## src/rtl/obi_demux_1_to_2.sv

```systemverilog
// rtl/obi_demux_1_to_2.sv - OBI 1-to-2 address demultiplexer with error sink and one outstanding read.
// Optional read watchdog enabled by defining OBI_DEMUX_TIMEOUT_EN.
module obi_demux_1_to_2 #(
    parameter logic [31:0] S0_BASE        = 32'h0000_0000,
    parameter logic [31:0] S0_MASK        = 32'hFFFF_0000,
    parameter logic [31:0] S1_BASE        = 32'h1000_0000,
    parameter logic [31:0] S1_MASK        = 32'hFFFF_0000,
    parameter int          TIMEOUT_CYCLES = 16
) (
    input  logic        clk_i,
    input  logic        rst_ni,
    input  logic        mst_req_i,
    output logic        mst_gnt_o,
    input  logic [31:0] mst_addr_i,
    input  logic        mst_we_i,
    input  logic [3:0]  mst_be_i,
    input  logic [31:0] mst_wdata_i,
    output logic        mst_rvalid_o,
    output logic [31:0] mst_rdata_o,
    output logic        s0_req_o,
    input  logic        s0_gnt_i,
    output logic [31:0] s0_addr_o,
    output logic        s0_we_o,
    output logic [3:0]  s0_be_o,
    output logic [31:0] s0_wdata_o,
    input  logic        s0_rvalid_i,
    input  logic [31:0] s0_rdata_i,
    output logic        s1_req_o,
    input  logic        s1_gnt_i,
    output logic [31:0] s1_addr_o,
    output logic        s1_we_o,
    output logic [3:0]  s1_be_o,
    output logic [31:0] s1_wdata_o,
    input  logic        s1_rvalid_i,
    input  logic [31:0] s1_rdata_i,
    output logic        decode_err_o,
    output logic        timeout_o
);

    typedef enum logic [1:0] {IDLE, WAIT0, WAIT1, ERR} state_t;

    state_t state_q, state_d;

    logic hit0, hit1, miss;
    logic in_wait, sel_rvalid, avail, accept_rd, to_fire;

    assign hit0 = ((mst_addr_i & S0_MASK) == S0_BASE);
    assign hit1 = ((mst_addr_i & S1_MASK) == S1_BASE) & ~hit0;
    assign miss = ~hit0 & ~hit1;

    assign s0_addr_o  = mst_addr_i;
    assign s0_we_o    = mst_we_i;
    assign s0_be_o    = mst_be_i;
    assign s0_wdata_o = mst_wdata_i;
    assign s1_addr_o  = mst_addr_i;
    assign s1_we_o    = mst_we_i;
    assign s1_be_o    = mst_be_i;
    assign s1_wdata_o = mst_wdata_i;

    assign in_wait    = (state_q == WAIT0) || (state_q == WAIT1);
    assign sel_rvalid = ((state_q == WAIT0) & s0_rvalid_i) | ((state_q == WAIT1) & s1_rvalid_i);

    // Gating with rst_ni keeps the upstream quiet while reset is held, not just after an edge.
    always_comb begin
        avail = 1'b0;
        case (state_q)
            IDLE, ERR: avail = 1'b1;
            default:   avail = sel_rvalid;
        endcase
        avail = avail & rst_ni;
    end

    assign s0_req_o  = mst_req_i & hit0 & avail;
    assign s1_req_o  = mst_req_i & hit1 & avail;
    assign mst_gnt_o = avail & ((hit0 & s0_gnt_i) | (hit1 & s1_gnt_i) | (miss & mst_req_i));
    assign accept_rd = mst_req_i & mst_gnt_o & ~mst_we_i;

`ifdef OBI_DEMUX_TIMEOUT_EN
    logic [7:0] cnt_q, cnt_d;

    always_ff @(posedge clk_i or negedge rst_ni) begin
        if (!rst_ni) begin
            cnt_q <= 8'd0;
        end else begin
            cnt_q <= cnt_d;
        end
    end

    always_comb begin
        cnt_d = cnt_q;
        if (in_wait && !sel_rvalid) begin
            cnt_d = cnt_q + 8'd1;
        end
        if (accept_rd && !miss) begin
            cnt_d = 8'd0;
        end
    end

    assign to_fire = rst_ni & in_wait & ~sel_rvalid & (cnt_q == 8'(TIMEOUT_CYCLES - 1));
`else
    assign to_fire = 1'b0;
`endif

    always_ff @(posedge clk_i or negedge rst_ni) begin
        if (!rst_ni) begin
            state_q <= IDLE;
        end else begin
            state_q <= state_d;
        end
    end

    always_comb begin
        state_d      = state_q;
        mst_rvalid_o = 1'b0;
        mst_rdata_o  = 32'h0;
        decode_err_o = 1'b0;
        timeout_o    = 1'b0;

        if (to_fire) begin
            state_d = IDLE;
        end else if (avail) begin
            if (accept_rd) begin
                if (hit0)      state_d = WAIT0;
                else if (hit1) state_d = WAIT1;
                else           state_d = ERR;
            end else begin
                state_d = IDLE;
            end
        end

        if (rst_ni) begin
            case (state_q)
                WAIT0: begin
                    mst_rvalid_o = s0_rvalid_i;
                    mst_rdata_o  = s0_rdata_i;
                end
                WAIT1: begin
                    mst_rvalid_o = s1_rvalid_i;
                    mst_rdata_o  = s1_rdata_i;
                end
                ERR: begin
                    mst_rvalid_o = 1'b1;
                    decode_err_o = 1'b1;
                end
                default: ;
            endcase
            if (to_fire) begin
                mst_rvalid_o = 1'b1;
                mst_rdata_o  = 32'hBAD0_0BAD;
                timeout_o    = 1'b1;
            end
        end
    end

endmodule

```

## config.mk

```make
export PLATFORM = sky130hd
export DESIGN_NAME = obi_demux_1_to_2
export DESIGN_NICKNAME = d
export VERILOG_FILES = /design/src/rtl/obi_demux_1_to_2.sv
export SDC_FILE = /design/constraint.sdc
export NUM_CORES = 1
export LEC_CHECK = 0
export CAP_MARGIN = 20
export CORE_AREA = 2 2 122 124
export CTS_BUF_LIST = sky130_fd_sc_hd__clkbuf_8
export CTS_CLUSTER_SIZE = 12
export DETAILED_ROUTE_END_ITERATION = 12
export DIE_AREA = 0 0 124 126
export PLACE_DENSITY = 0.65
export SLEW_MARGIN = 20
export SYNTH_ARGS = -nofsm -noshare
export SYNTH_HDL_FRONTEND = slang
export SYNTH_SLANG_ARGS = --single-unit
export TNS_END_PERCENT = 50
```

## constraint.sdc

```tcl
create_clock -name clk_i -period 2.06 [get_ports clk_i]
set_input_delay 0.309 -clock clk_i [delete_from_list [all_inputs] [get_ports clk_i]]
set_output_delay 0.309 -clock clk_i [all_outputs]
set_load 0.01 [all_outputs]
```

==> results of run 1 <==
## cells by family after synthesis
logic type	Yosys count	share of synthesized area, %
other	1	0.216
buffers and inverters	156	64.0
AO/OA/AOI/OAI	40	18.5
flip-flops	2	2.88
adder cells (fa/ha/maj)	4	2.88
AND/OR/NAND/NOR	46	11.6
## area by class of cell
type / instances / area [um2] / share of cell area [%]
Sequential cell: 2 / 51.3 / 1.84
Multi-Input combinational cell: 91 / 646 / 23.2
Clock buffer: 3 / 41.3 / 1.48
Inverter: 6 / 22.5 / 0.809
Tap cell: 184 / 230 / 8.27
Timing Repair Buffer: 193 / 1790 / 64.4
## worst max-delay path, stage by stage (launching register included)
cell and delay (ns):
dfrtp_1 0.41, buf_4 0.15, ha_2 0.21, a22o_4 0.28
o21ai_4 0.16, buf_6 0.14, a211oi_1 0.04, buf_2 0.15
## routing by layer
| layer | wire length [um] | share of wire, % |
|---|---|---|
| met1 | 2230 | 34 |
| met2 | 2960 | 45 |
| met3 | 1150 | 18 |
| met4 | 174 | 2.7 |
| met5 | 0 | 0 |
## power by group through the flow
stage / clock network [W] / logic [W] / registers (W)
after CTS: 0.000160 / 0.00137 / 0.0000776
after floorplan: 0 / 0.000829 / 0.0000674
final: 0.000152 / 0.00136 / 0.0000773
after detailed placement: 0 / 0.00136 / 0.0000786
after global placement: 0 / 0.00133 / 0.0000754
after global routing: 0.000166 / 0.00150 / 0.0000820
## synthesized netlist by cell type, types with 2 or more instances
| cell | n |
|---|---|
| o21ai_2 | 2 |
| buf_1 | 2 |
| a22oi_1 | 32 |
| clkbuf_1 | 7 |
| ha_1 | 4 |
| nor2_1 | 33 |
| nand2_1 | 3 |
| nor4_1 | 5 |
| a211oi_1 | 2 |
| dfrtp_1 | 2 |
| inv_1 | 6 |
| and2_1 | 2 |
| buf_4 | 140 |
## through the flow
stage          power [W]  hold WS, ns
6_report         0.00159        0.401
5_1_grt          0.00175        0.412
4_1_cts          0.00161        0.401
3_5_place_dp     0.00144        0.573
3_3_place_gp     0.00141        0.566
2_1_floorplan   0.000896       0.0134
## worst min path at each step
stage | from | to | slack [ns] | cells past startpoint
after CTS | rst_ni | state_q[1] | 0.40 | 2
after floorplan | rst_ni | state_q[0] | 0.01 | 0
final | rst_ni | state_q[1] | 0.40 | 2
after global placement | state_q[1] | state_q[1] | 0.57 | 2
after detailed placement | state_q[0] | state_q[0] | 0.57 | 2
after global routing | rst_ni | state_q[0] | 0.41 | 2
## timing repair
| action | 4_1_cts | 5_1_grt |
|---|---|---|
| gates resized for setup | 63 | 57 |
| endpoints found under the hold margin | 0 | 0 |
| pin swaps | 5 | 6 |
| endpoints found under the setup margin | 36 | 36 |
| setup buffers | 5 | 1 |
==> qor_table.md, run 1 <==
| Item | Value |
|:---|:---|
| Run status | finished, violations left |
| Violations in the final reports | negative setup slack |
| Antenna diode count | 0 |
| Post-detailed-route count of antenna-violating nets | 0 |
| Final Non-Filler Cells | 479 |
| Clock-pin slew of the registers on the worst-case setup and hold paths | 0.03 ns |
| Reg-to-reg startpoint | state_q[0] |
| Final routed wirelength across all metal layers | 6520 um |
| CTS tree | yes |
| Most common flop cell mapped by yosys | dfrtp_1 |
| Inserted Clock Buffers | 3 |
| Cell Rows | 44 |
| Yosys warnings | 0 |
| Part of the power in the clock network | 9.6% |
| Total gr overflow | 0 |
| Data arrival time of the worst path | 1.75 ns |
| Mapped Area | 0.00174 mm2 |
| Via count of the first global-routing pass | 1667 |
| Most area-hungry cell type in the Yosys netlist | buf_4 |
| Class of the tightest hold or removal check | in2async |
| Final Cycle Share | 100% |
| Number of sinks on the clock net | 2 |
| Detailed-route via count | 1676 |
| Top-area cell type share of the netlist area | 60.4% |
| Cell Int Power | 0.000914 W |
| Switching Fraction | 42.5% |
| Effective utilization at floorplan | 12.2% |
| Number of remaining DRC errors | 0 |
| Final estimated routing congestion in global placement | 0.694 |
| Synthesized instance count | 249 |
| Max-cap violation count | 0 |
| GR Layer Usage met1 | 7.27% |
| Power density over the cells | 571 mW/mm2 |
| Synth area leaders | buf_4 60%, a22oi_1 14%, nor2_1 7.1% |
| Flip-flop count of the largest register, all copies and words added | 2 |
| Peak-usage layer in the global routing report | met2 |
| Io pins | 316 |
| Pin count of the biggest net entering global routing | 31 |
| Hold Violations, Final | 0 |
| CTS root buffer | clkbuf_8 |
| Skew final | 0.00211 ns |
| Async set-or-reset flop fraction in the synthesized netlist | 100% |
| Leakage | 1.21 nW |
| Startpoint class of the critical path | flop |
| Distinct cells, synth | 22 |
| Maximum clock insertion buffer count | 2 |
| Placed inst area | 0.00273 mm2 |
| Number of optimization iterations in the first detailed-route pass | 4 |
| Setup repair after global routing missed its margin | true |
| Total global-route track usage | 7.28% |
| Die extent in x | 124 um |
| Logic depth of the worst register-to-register path | 9 |
| Net count reported at finish | 441 |
| Global-route wire length before repair | 8670 um |
| Slew Viols, Final | 0 |
| Floorplan die height | 126 um |
| Area of the die | 0.0156 mm2 |
| Number of synthesized register bits | 2 |
| F_max | 485 MHz |
| Reg2reg setup slack | 0.23 ns |
| Setup crit end | mst_gnt_o |
| Switching power | 0.000676 W |
| Nets in the synthesized netlist | 393 |
| Highest-count cells in the layout ignoring fill and taps | 109 x clkdlybuf4s50_1, 33 x nor2_1, 31 x a22oi_1, 27 x buf_4, 19 x clkbuf_2 |
| Initial antenna violation count | 0 |
| Sequential share of power | 4.9% |
| Share of post-route cells with drive strength above 1 | 26.1% |
| Largest voltage drop on the vdd net | 0.280 mV |
| DRC marker count from the first detailed-route iteration | 19 |
| Cell count after placement | 470 |
| Maximum level of the CTS H-tree | 1 |
| Final setup slack of the worst path | -0.00230 ns |
| Capture instance of the worst register-to-register path | state_q[0] |
| Comb pwr share | 85.6% |
| Number of fillers in the final layout | 1627 |
| Worst-skew pair later-pin latency | 0.21 ns |
| Synth Area per Inst | 6.98 um2 |
| Start-to-end type of the worst setup path | reg2out |
| Synthesis-to-finish area growth | 60.1% |
| Biggest register | state_q |
| Count of final setup violators | 1 |
| IO buf count | 158 |
| Most frequent standard cell in the layout excluding fill and tap cells | clkdlybuf4s50_1 |
| Largest registers | state_q x2 |
| Detailed-placement wirelength estimate | 5220 um |
| Met2 routing resource usage after global routing | 11.8% |
| Data required time at the worst endpoint | 1.75 ns |
| Crit-path max FO | 4 |
| Hold bufs inserted after CTS | 0 |
| Util after Layout | 19.4% |
| Core region area | 0.0143 mm2 |
| Routed length per instance | 13.6 um |
| Launch point of the critical path | state_q[0] |
| Number of vias per cell | 3.50 |
| Element type at the critical path end | output port |
| Dpl ws | -0.628 ns |
| EDFF count, synth | 0 |
| Final instance area | 0.00278 mm2 |
| Routing usage on met3 | 4.21% |
| Crit path time final | 2.06 ns |
| Fin Setup TNS | -0.00230 ns |
| Sequential-to-total area share from yosys stat | 2.88% |
No activity file was read; power rests on OpenSTA's default activity.
==> inputs of run 2 (changes only) <==
- HOLD_SLACK_MARGIN: not set -> 0.15
- clock period: 2.06 -> 2 ns (I/O delays scaled with it)
==> run 2 against run 1 <==
Net effect:
- the flow still finishes with violations (negative setup slack)
- sequential share of layout area is 0.12 points lower
- clock power is 3% higher
- via count is 1.6% higher
- sequential power is 7.8% higher
- clock skew hardly changed
- worst hold slack better by 0.062 ns
- wire length is 7.4% higher
- largest power group unchanged
- die area stayed put
- count of clock-buffer cells in the layout stayed put
- first-iteration DRC count is 11% lower
- highest routed layer unchanged
==> qor_table.md, run 2 (same netlist as run 1, synthesis figures left out) <==
| Item | Value |
|:---|:---|
| Synthesis-to-finish area growth | 70.8% |
| Floorplan die height | 126 um |
| DRC marker count from the first detailed-route iteration | 17 |
| Net count reported at finish | 442 |
| Largest voltage drop on the vdd net | 0.248 mV |
| Logic depth of the worst register-to-register path | 8 |
| CP Cell Sequence | inv_2 -> ha_4 -> buf_12 -> a22o_4 -> o21ai_4 -> nor4_2 -> buf_2 |
| CTS tree | yes |
| Element type at the critical path end | output port |
| Inserted Clock Buffers | 3 |
| Startpoint class of the critical path | flop |
| Via count of the first global-routing pass | 1713 |
| Biggest register | state_q |
| IO buf count | 158 |
| Number of remaining DRC errors | 0 |
| Hold Violations, Final | 0 |
| Detailed-placement wirelength estimate | 5220 um |
| Flip-flop count of the largest register, all copies and words added | 2 |
| Reg-to-reg startpoint | state_q[0] |
| Post-detailed-route count of antenna-violating nets | 0 |
| Skew final | 0.00196 ns |
| Final instance area | 0.00297 mm2 |
| Number of sinks on the clock net | 2 |
| Crit path time final | 2.03 ns |
| Run status | finished, violations left |
| Clock-pin slew of the registers on the worst-case setup and hold paths | 0.03 ns |
| Hold bufs inserted after CTS | 0 |
| Highest-count cells in the layout ignoring fill and taps | 110 x clkdlybuf4s50_1, 31 x nor2_1, 27 x buf_4, 23 x a22oi_1, 12 x clkdlybuf4s15_2 |
| Slew Viols, Final | 0 |
| Total gr overflow | 0 |
| Final estimated routing congestion in global placement | 0.694 |
| Data arrival time of the worst path | 1.73 ns |
| Buffers & Inverters on Critical Path | 3 |
| Maximum clock insertion buffer count | 2 |
| F_max | 492 MHz |
| Die extent in x | 124 um |
| Final Cycle Share | 102% |
| Core region area | 0.0143 mm2 |
| Initial antenna violation count | 0 |
| Placed inst area | 0.00273 mm2 |
| Maximum level of the CTS H-tree | 1 |
| GR Layer Usage met1 | 8.03% |
| Routed length per instance | 14.6 um |
| Total global-route track usage | 7.83% |
| Capture instance of the worst register-to-register path | state_q[0] |
| Count of final setup violators | 3 |
| Number of fillers in the final layout | 1599 |
| Pin count of the biggest net entering global routing | 20 |
| Crit-path max FO | 5 |
| Worst-skew pair later-pin latency | 0.21 ns |
| Power density over the cells | 638 mW/mm2 |
| Number of optimization iterations in the first detailed-route pass | 4 |
| Share of post-route cells with drive strength above 1 | 33.1% |
| Worst hold slack | 0.463 ns |
| Violations in the final reports | negative setup slack |
| Largest registers | state_q x2 |
| Class of the tightest hold or removal check | in2async |
| Number of vias per cell | 3.55 |
| Start-to-end type of the worst setup path | reg2out |
| Met2 routing resource usage after global routing | 12.8% |
| Most frequent standard cell in the layout excluding fill and tap cells | clkdlybuf4s50_1 |
| Area of the die | 0.0156 mm2 |
| Effective utilization at floorplan | 12.2% |
| Final setup slack of the worst path | -0.0337 ns |
| Io pins | 316 |
| CTS root buffer | clkbuf_8 |
| Global-route wire length before repair | 9200 um |
| Cell Rows | 44 |
| Leakage | 1.16 nW |
| Largest stage delay on the critical path | 0.40 ns |
| Routing usage on met3 | 4.26% |
| Critical-path top delay cell | dfrtp_1 |
| Max-cap violation count | 0 |
| Data required time at the worst endpoint | 1.70 ns |
| Family with the most delay on the worst path | compound AO/OA/AOI/OAI gates |
| Reg2reg setup slack | 0.25 ns |
| Setup repair after global routing missed its margin | true |
| Final routed wirelength across all metal layers | 7000 um |
| Peak-usage layer in the global routing report | met2 |
| Antenna diode count | 0 |
| Detailed-route via count | 1703 |
## run 2: cell types whose count changed in the layout (fill, tap and decap cells not counted), moves of 2 or more
cell / before / now
dlygate4sd2_1: 18 / 7
nor4_4: 2 / 0
clkdlybuf4s15_2: 0 / 12
a22oi_2: 1 / 9
nor4_2: 3 / 5
nor2_2: 0 / 2
clkbuf_2: 19 / 10
a22oi_1: 31 / 23
nor2_1: 33 / 31
buf_2: 3 / 5
ha_4: 0 / 3
ha_2: 2 / 0
clkdlybuf4s15_1: 4 / 9
## run 2: area by class of cell
cell class | count | area (um2) | area share, %
flip-flops and latches | 2 | 51.3 | 1.73
clock buffers | 3 | 41.3 | 1.39
repair buffers | 194 | 1900 | 63.9
well taps | 184 | 230 | 7.75
multi-input cells | 91 | 728 | 24.5
inverters | 6 | 22.5 | 0.758
## run 2: layer usage
layer	wire length (um)	part of all wire, %
met5	0	0
met1	2510	36
met3	1120	16
met4	187	2.7
met2	3190	46
## run 2: worst max path at each step
| stage | startpoint | to | slack, ns | depth (start not counted) |
|---|---|---|---|---|
| final | state_q[0] | s0_req_o | -0.03 | 7 |
| after global routing | state_q[0] | s0_req_o | -0.12 | 7 |
| after CTS | mst_addr_i[20] | mst_gnt_o | -0.07 | 7 |
| after detailed placement | mst_addr_i[23] | mst_gnt_o | -0.67 | 8 |
| after global placement | mst_addr_i[19] | mst_gnt_o | -0.64 | 7 |
| after floorplan | state_q[0] | s0_req_o | 0.36 | 6 |
## run 2: stage by stage
step / setup WS (ns) / instances / util [%] / TNS [ns] / total power, W
global route: -0.119 / 480 / 20.8 / -0.333 / 0.00206
detailed placement: -0.670 / 470 / 19.1 / -5.02 / 0.00148
global placement: -0.636 / 470 / 19.1 / -3.52 / 0.00145
finish: -0.0337 / 480 / 20.8 / -0.0807 / 0.00189
CTS: -0.0673 / 478 / 20.3 / -0.135 / 0.00185
floorplan: 0.358 / 249 / - / 0 / 0.000923
## run 2: report_power, final
| part | internal (W) | switching, W |
|---|---|---|
| combinational | 0.000911 | 0.000743 |
| sequential | 0.0000578 | 0.0000255 |
| clock | 0.000127 | 0.0000303 |
| total | 0.00110 | 0.000799 |
## run 2: timing repair
| item | 4_1_cts | 5_1_grt |
|---|---|---|
| pin swaps | 5 | 9 |
| gates resized for setup | 114 | 43 |
| buffers inserted | 4 | 1 |
| setup endpoints to repair | 36 | 36 |
| gates cloned | 1 | 1 |
## run 2: worst reg2reg max path: stages, from the launching register on
cell and delay (ns):
dfrtp_1 0.40, inv_2 0.09, ha_4 0.18, buf_12 0.13
a22o_4 0.24, o21ai_4 0.26, buf_4 0.16, or3_4 0.12
o21ai_2 0.05
==> inputs of run 3 (changes only) <==
- CAP_MARGIN: 20 -> 25
- SLEW_MARGIN: 20 -> 10
==> results of run 3 <==
Final layout, timing and power as in run 2 (identical DEF).
